### src/rtl/trace_port_tx.sv
// Parallel trace port transmitter: serialises TPIU frames and syncs LSB-first onto a 1/2/4-bit DDR pin pair.
// Optional frame/sync statistics counters are built when TRACE_TX_STATS_EN is defined.
module trace_port_tx #(
    parameter int MAXBUSWIDTH   = 4,
    parameter int STARTUP_SYNCS = 4,
    parameter int SYNC_INTERVAL = 8
) (
    input  logic                   clk,
    input  logic                   rst,
    input  logic [1:0]             Width,
    input  logic [127:0]           Frame,
    input  logic                   FrameValid,
    output logic                   FrameReady,
    output logic [MAXBUSWIDTH-1:0] TraceDa,
    output logic [MAXBUSWIDTH-1:0] TraceDb,
    output logic                   Busy,
    output logic [31:0]            TotalFrames,
    output logic [15:0]            SyncsSent
);

    localparam logic [0:0] ST_STARTUP = 1'b0;
    localparam logic [0:0] ST_RUN     = 1'b1;

    localparam logic [1:0]  MAX_SHIFT    = (MAXBUSWIDTH >= 4) ? 2'd2 : (MAXBUSWIDTH >= 2) ? 2'd1 : 2'd0;
    localparam logic [7:0]  STARTUP_LAST = 8'(STARTUP_SYNCS - 1);
    localparam logic [15:0] SYNC_INT     = 16'(SYNC_INTERVAL);
    localparam logic [31:0] FULL_SYNC    = 32'h7FFF_FFFF;
    localparam logic [15:0] HALF_SYNC    = 16'h7FFF;

    logic [0:0]   state;
    logic [7:0]   startup_cnt;
    logic [15:0]  frame_cnt;
    logic [127:0] sh;
    logic [6:0]   beats_left;
    logic [1:0]   cur_ws;
    logic         is_frame;

    logic [1:0]   req_ws;
    logic [1:0]   next_ws;
    logic         last_beat;
    logic         sync_due;
    logic         load_sync;
    logic         load_frame;

    // Width is log2-encoded as a shift amount: 0 -> 1 pin, 1 -> 2 pins, 2 -> 4 pins.
    always_comb begin
        // NOTE: every always_comb output gets a default first so no path can infer a latch.
        req_ws = 2'd2;
        case (Width)
            2'd0:    req_ws = 2'd0;
            2'd1:    req_ws = 2'd1;
            default: req_ws = 2'd2;
        endcase
        next_ws = (req_ws > MAX_SHIFT) ? MAX_SHIFT : req_ws;
    end

    // beats_left is 0 only straight out of reset, which makes the first edge a unit boundary.
    assign last_beat  = (beats_left <= 7'd1);
    assign sync_due   = (SYNC_INTERVAL != 0) && (frame_cnt == SYNC_INT);
    assign FrameReady = (state == ST_RUN) && last_beat && !sync_due;
    assign load_sync  = last_beat && ((state == ST_STARTUP) || sync_due);
    assign load_frame = FrameValid && FrameReady;
    assign Busy       = is_frame;

    always_comb begin
        TraceDa = '0;
        TraceDb = '0;
        for (int i = 0; i < MAXBUSWIDTH; i++) begin
            if (i < (1 << cur_ws)) begin
                TraceDa[i] = sh[i];
                TraceDb[i] = sh[i + (1 << cur_ws)];
            end
        end
    end

    always_ff @(posedge clk or posedge rst) begin
        if (rst) begin
            // NOTE: sequential state uses non-blocking assignments so every register samples pre-edge values.
            sh         <= '0;
            beats_left <= '0;
            cur_ws     <= '0;
            is_frame   <= 1'b0;
        end else if (last_beat) begin
            cur_ws   <= next_ws;
            is_frame <= load_frame;
            if (load_sync) begin
                sh         <= {96'd0, FULL_SYNC};
                beats_left <= 7'd16 >> next_ws;
            end else if (load_frame) begin
                sh         <= Frame;
                beats_left <= 7'd64 >> next_ws;
            end else begin
                sh         <= {112'd0, HALF_SYNC};
                beats_left <= 7'd8 >> next_ws;
            end
        end else begin
            beats_left <= beats_left - 7'd1;
            case (cur_ws)
                2'd0:    sh <= sh >> 2;
                2'd1:    sh <= sh >> 4;
                default: sh <= sh >> 8;
            endcase
        end
    end

    // RUN is entered as the last startup sync loads, so FrameReady can rise in its final beat.
    always_ff @(posedge clk or posedge rst) begin
        if (rst) begin
            state       <= ST_STARTUP;
            startup_cnt <= '0;
            frame_cnt   <= '0;
        end else begin
            if (load_sync && (state == ST_STARTUP)) begin
                startup_cnt <= startup_cnt + 8'd1;
                if (startup_cnt == STARTUP_LAST) begin
                    state <= ST_RUN;
                end
            end
            if (load_sync) begin
                frame_cnt <= '0;
            end else if (load_frame) begin
                frame_cnt <= frame_cnt + 16'd1;
            end
        end
    end

`ifdef TRACE_TX_STATS_EN
    always_ff @(posedge clk or posedge rst) begin
        if (rst) begin
            TotalFrames <= '0;
            SyncsSent   <= '0;
        end else begin
            if (load_frame) TotalFrames <= TotalFrames + 32'd1;
            if (load_sync)  SyncsSent   <= SyncsSent + 16'd1;
        end
    end
`else
    assign TotalFrames = '0;
    assign SyncsSent   = '0;
`endif

endmodule

### config.mk
export PLATFORM = sky130hd
export DESIGN_NAME = trace_port_tx
export DESIGN_NICKNAME = d
export VERILOG_FILES = /design/src/rtl/trace_port_tx.sv
export SDC_FILE = /design/constraint.sdc
export NUM_CORES = 1
export LEC_CHECK = 0
export CORE_ASPECT_RATIO = 1.25
export CORE_MARGIN = 2
export CORE_UTILIZATION = 50
export CTS_BUF_LIST = sky130_fd_sc_hd__clkbuf_2
export DETAILED_ROUTE_END_ITERATION = 10
export DONT_BUFFER_PORTS = 1
export GPL_ROUTABILITY_DRIVEN = 0
export HOLD_SLACK_MARGIN = 0.03
export PLACE_DENSITY = 0.68
export SLEW_MARGIN = 20
export SYNTH_ARGS = -nofsm -noshare
export SYNTH_HDL_FRONTEND = slang
export SYNTH_SLANG_ARGS = --single-unit
### constraint.sdc
create_clock -name clk -period 6.03 [get_ports clk]
set_clock_uncertainty 0.15 [all_clocks]
set_input_delay 1.206 -clock clk [delete_from_list [all_inputs] [get_ports clk]]
set_output_delay 1.206 -clock clk [all_outputs]
set_load 0.005 [all_outputs]
==> results.yml <==
power_and_ir_drop:
  clkPwrFrac_pct: 18.7
  pwr-share-seq_pct: 41.6
  power_switching_uw: 1390
  p_comb_share_pct: 39.7
  swShare_pct: 43.9
  p_leak_uw: 0.00389
  powerDensity_nw_per_um2: 309
  vdd_ir_drop_max_mv: 0.290
  p_total_uw: 3160
  power.internal_uw: 1770
routing:
  route.vias.total: 8657
  vias_per_cell: 6.21
  drt_wl_total_um: 25700
  drc: 0
  dr.pass1.iters: 6
  drtIter0Drc: 697
  drtAntennaViolNets: 0
  wl_per_cell_um: 18.5
global_route:
  antenna_found_initial: 3
  grt_usage_pct: 23.3
  grt_pass1_wl_um: 40900
  grt_max_degree: 121
  grt_pass1_vias: 8031
  grt-ovfl-total: 0
die:
  core_um2: 20100
  die_y_um: 164
  fp-row-count: 58
  initial_core_util_pct: 51.0
  ios: 191
  fp.dieW_um: 132
  die_area_um2: 21700
timing:
  whs_ns: 0.290
  relSlewSlack_pct: 44.8
  worst_pin_slew_ns: 0.828
  rsz0062_at_grt: "false"
  drv_slew: 0
  setup_viol: 0
  finalWorstSetupSlack_ns: 0.910
  timing.setup.tns_ns: 0
  max_freq_mhz: 195
  finalHoldViolations: 0
  finalCriticalPeriod_ns: 5.12
  period_share_pct: 84.9
clock_network:
  cts_num_sinks: 163
  numCtsBuffers: 17
  clkTransAtPathRegs_ns: 0.26
  post_cts_resized: 0
  clockRootBuffer: "clkbuf_2"
  clk_latency_ns: 0.71
  postCtsHoldBufs: 0
  htree_levels: 4
  cts_tree: "yes"
  postCtsSetupRepairBufs: 0
  clock_path_buffers: 2
yosys:
  synthFlopType: "dfrtp_1"
  synth_area_per_cell_um2: 8.58
  yosysTopAreaCellShare_pct: 39.8
  synth_area_um2: 10300
  syn_inst: 1195
  yosys.area.top_type: "dfrtp_1"
  synth_edf_count: 0
  post-synth-top-count-cell: "dfrtp_1"
  ys_seq_elements: 163
  ys_types: 48
  synthArstFlopShare_pct: 100
  yosys_warnings: 0
  yosysSeqAreaShare_pct: 39.8
  synth.area.top_cells: "dfrtp_1 (40%), a22oi_1 (9.2%), a21oi_1 (7.0%)"
  synth_common_cells: "dfrtp_1 (163), nor2_1 (156), a21oi_1 (144)"
worst_setup_path:
  end_kind: "output pin"
  setup.worst_path.class: "reg -> out"
  slowest_stage: "ha_4"
  crit_fanout: 73
  startpoint_type: "register"
  cp.arrival_ns: 3.76
  slowest_delay_ns: 0.71
  worstPathRequired_ns: 4.67
  cp_cell_sequence: "inv_1, ha_4, buf_4, mux2i_1, nand3_1, a31oi_1, a2111oi_0, mux2_2"
cells_and_area:
  fillCellCount: 1970
  nets: 1256
  drive_above_1_share_pct: 7.13
  area_growth_pct: -0.0364
  finalInstanceArea_um2: 10300
placed_design:
  io_buffers: 0
  dp_hpwl_um: 16700
  placed_area_um2: 9940
  dp_slack_ns: 1.52
outcome:
  outcome: "finished, final reports clean"
run:
  cap_violations: 0
min_path:
  hold_path.class: "in -> async"
## state kept, by name (all words and copies together), names as in the netlist
register,cells
beats_left,7
startup_cnt,8
state,1
sh,128
frame_cnt,16
Busy,1
cur_ws,2
## cell type report
cell class | count | area [um^2] | share of cell area (%)
multi-input cells | 899 | 5390 | 52.5
flip-flops and latches | 163 | 4080 | 39.8
well taps | 270 | 338 | 3.30
repair buffers | 13 | 150 | 1.46
clock inverters | 13 | 138 | 1.34
clock buffers | 19 | 95.1 | 0.928
inverters | 15 | 61.3 | 0.598
diodes | 2 | 5.00 | 0.0488
## worst paths after layout
| check | start | to | slack [ns] | depth (start not counted) |
|---|---|---|---|---|
| max in group asynchronous | rst | cur_ws[0]$_DFFE_PP0N_ | 4.21 | 2 |
| worst min-delay path | rst | sh[62]$_DFF_PP0_ | 0.29 | 1 |
| worst min register to register | startup_cnt[7]$_DFFE_PP0P_ | startup_cnt[7]$_DFFE_PP0P_ | 0.35 | 1 |
| worst max-delay path | cur_ws[1]$_DFFE_PP0N_ | TraceDb[2] | 0.91 | 8 |
| min in group clk | startup_cnt[7]$_DFFE_PP0P_ | startup_cnt[7]$_DFFE_PP0P_ | 0.35 | 1 |
| worst max register to register | cur_ws[1]$_DFFE_PP0N_ | sh[8]$_DFF_PP0_ | 2.07 | 10 |
## logic make-up after synthesis
kind of cell / count (synthesis) / share of synthesized area [%]
fa+ha+maj: 14 / 1.71
compound gates: 462 / 27.1
simple gates: 335 / 15.1
buf+inv: 180 / 9.90
other cells: 1 / 0.0366
xor+xnor: 9 / 0.769
mux: 31 / 5.61
flops: 163 / 39.8
## placed cells by master, fill, tap and decap left out, types with 3 or more instances in the layout
cell,count
inv_1,13
conb_1,48
buf_4,10
and4_1,3
nand3_1,111
mux4_2,21
and3_1,6
mux2i_1,8
nor3_1,5
nand2_1,28
ha_4,3
a22o_1,3
dfrtp_1,163
nor2b_1,4
clkinvlp_4,5
o31ai_1,9
clkinv_4,3
nor2_1,156
ha_1,11
nand4_1,9
a211oi_1,29
o21ai_0,89
o21ai_1,44
a22oi_1,126
a21oi_1,144
xnor2_1,7
clkbuf_2,19
a31oi_1,9
## metal layers
metal / up-vias / wire length [um] / GRT usage, %
li1: 4124 / - / -
met1: 4166 / 11000 / 30.2
met2: 327 / 12300 / 38.2
met3: 38 / 1860 / 5.65
met4: 2 / 579 / 8.70
met5: - / 13 / 0
## critical path, delay by kind of cell (launching register included)
family | cells | cell delay [ns]
multiplexers | 2 | 0.56
flip-flops | 1 | 0.50
adder cells (fa/ha/maj) | 1 | 0.71
buffers and inverters | 2 | 0.87
AND/OR/NAND/NOR | 1 | 0.09
AO/OA/AOI/OAI | 2 | 0.28
## through the flow
step	util [%]	instances
global route	51.0	1393
finish	51.0	1394
CTS	50.6	1389
floorplan	-	1242
detailed placement	49.4	1357
global placement	49.4	1357
## power by group through the flow
| stage | logic, uW | registers, uW | clock network, uW |
|---|---|---|---|
| 5_1_grt | 1390 | 1330 | 660 |
| 3_3_place_gp | 1180 | 1330 | 0 |
| 3_5_place_dp | 1200 | 1330 | 0 |
| 6_report | 1260 | 1320 | 590 |
| 2_1_floorplan | 1050 | 1280 | 0 |
| 4_1_cts | 1200 | 1310 | 612 |
(Power assumes the default switching activity.)
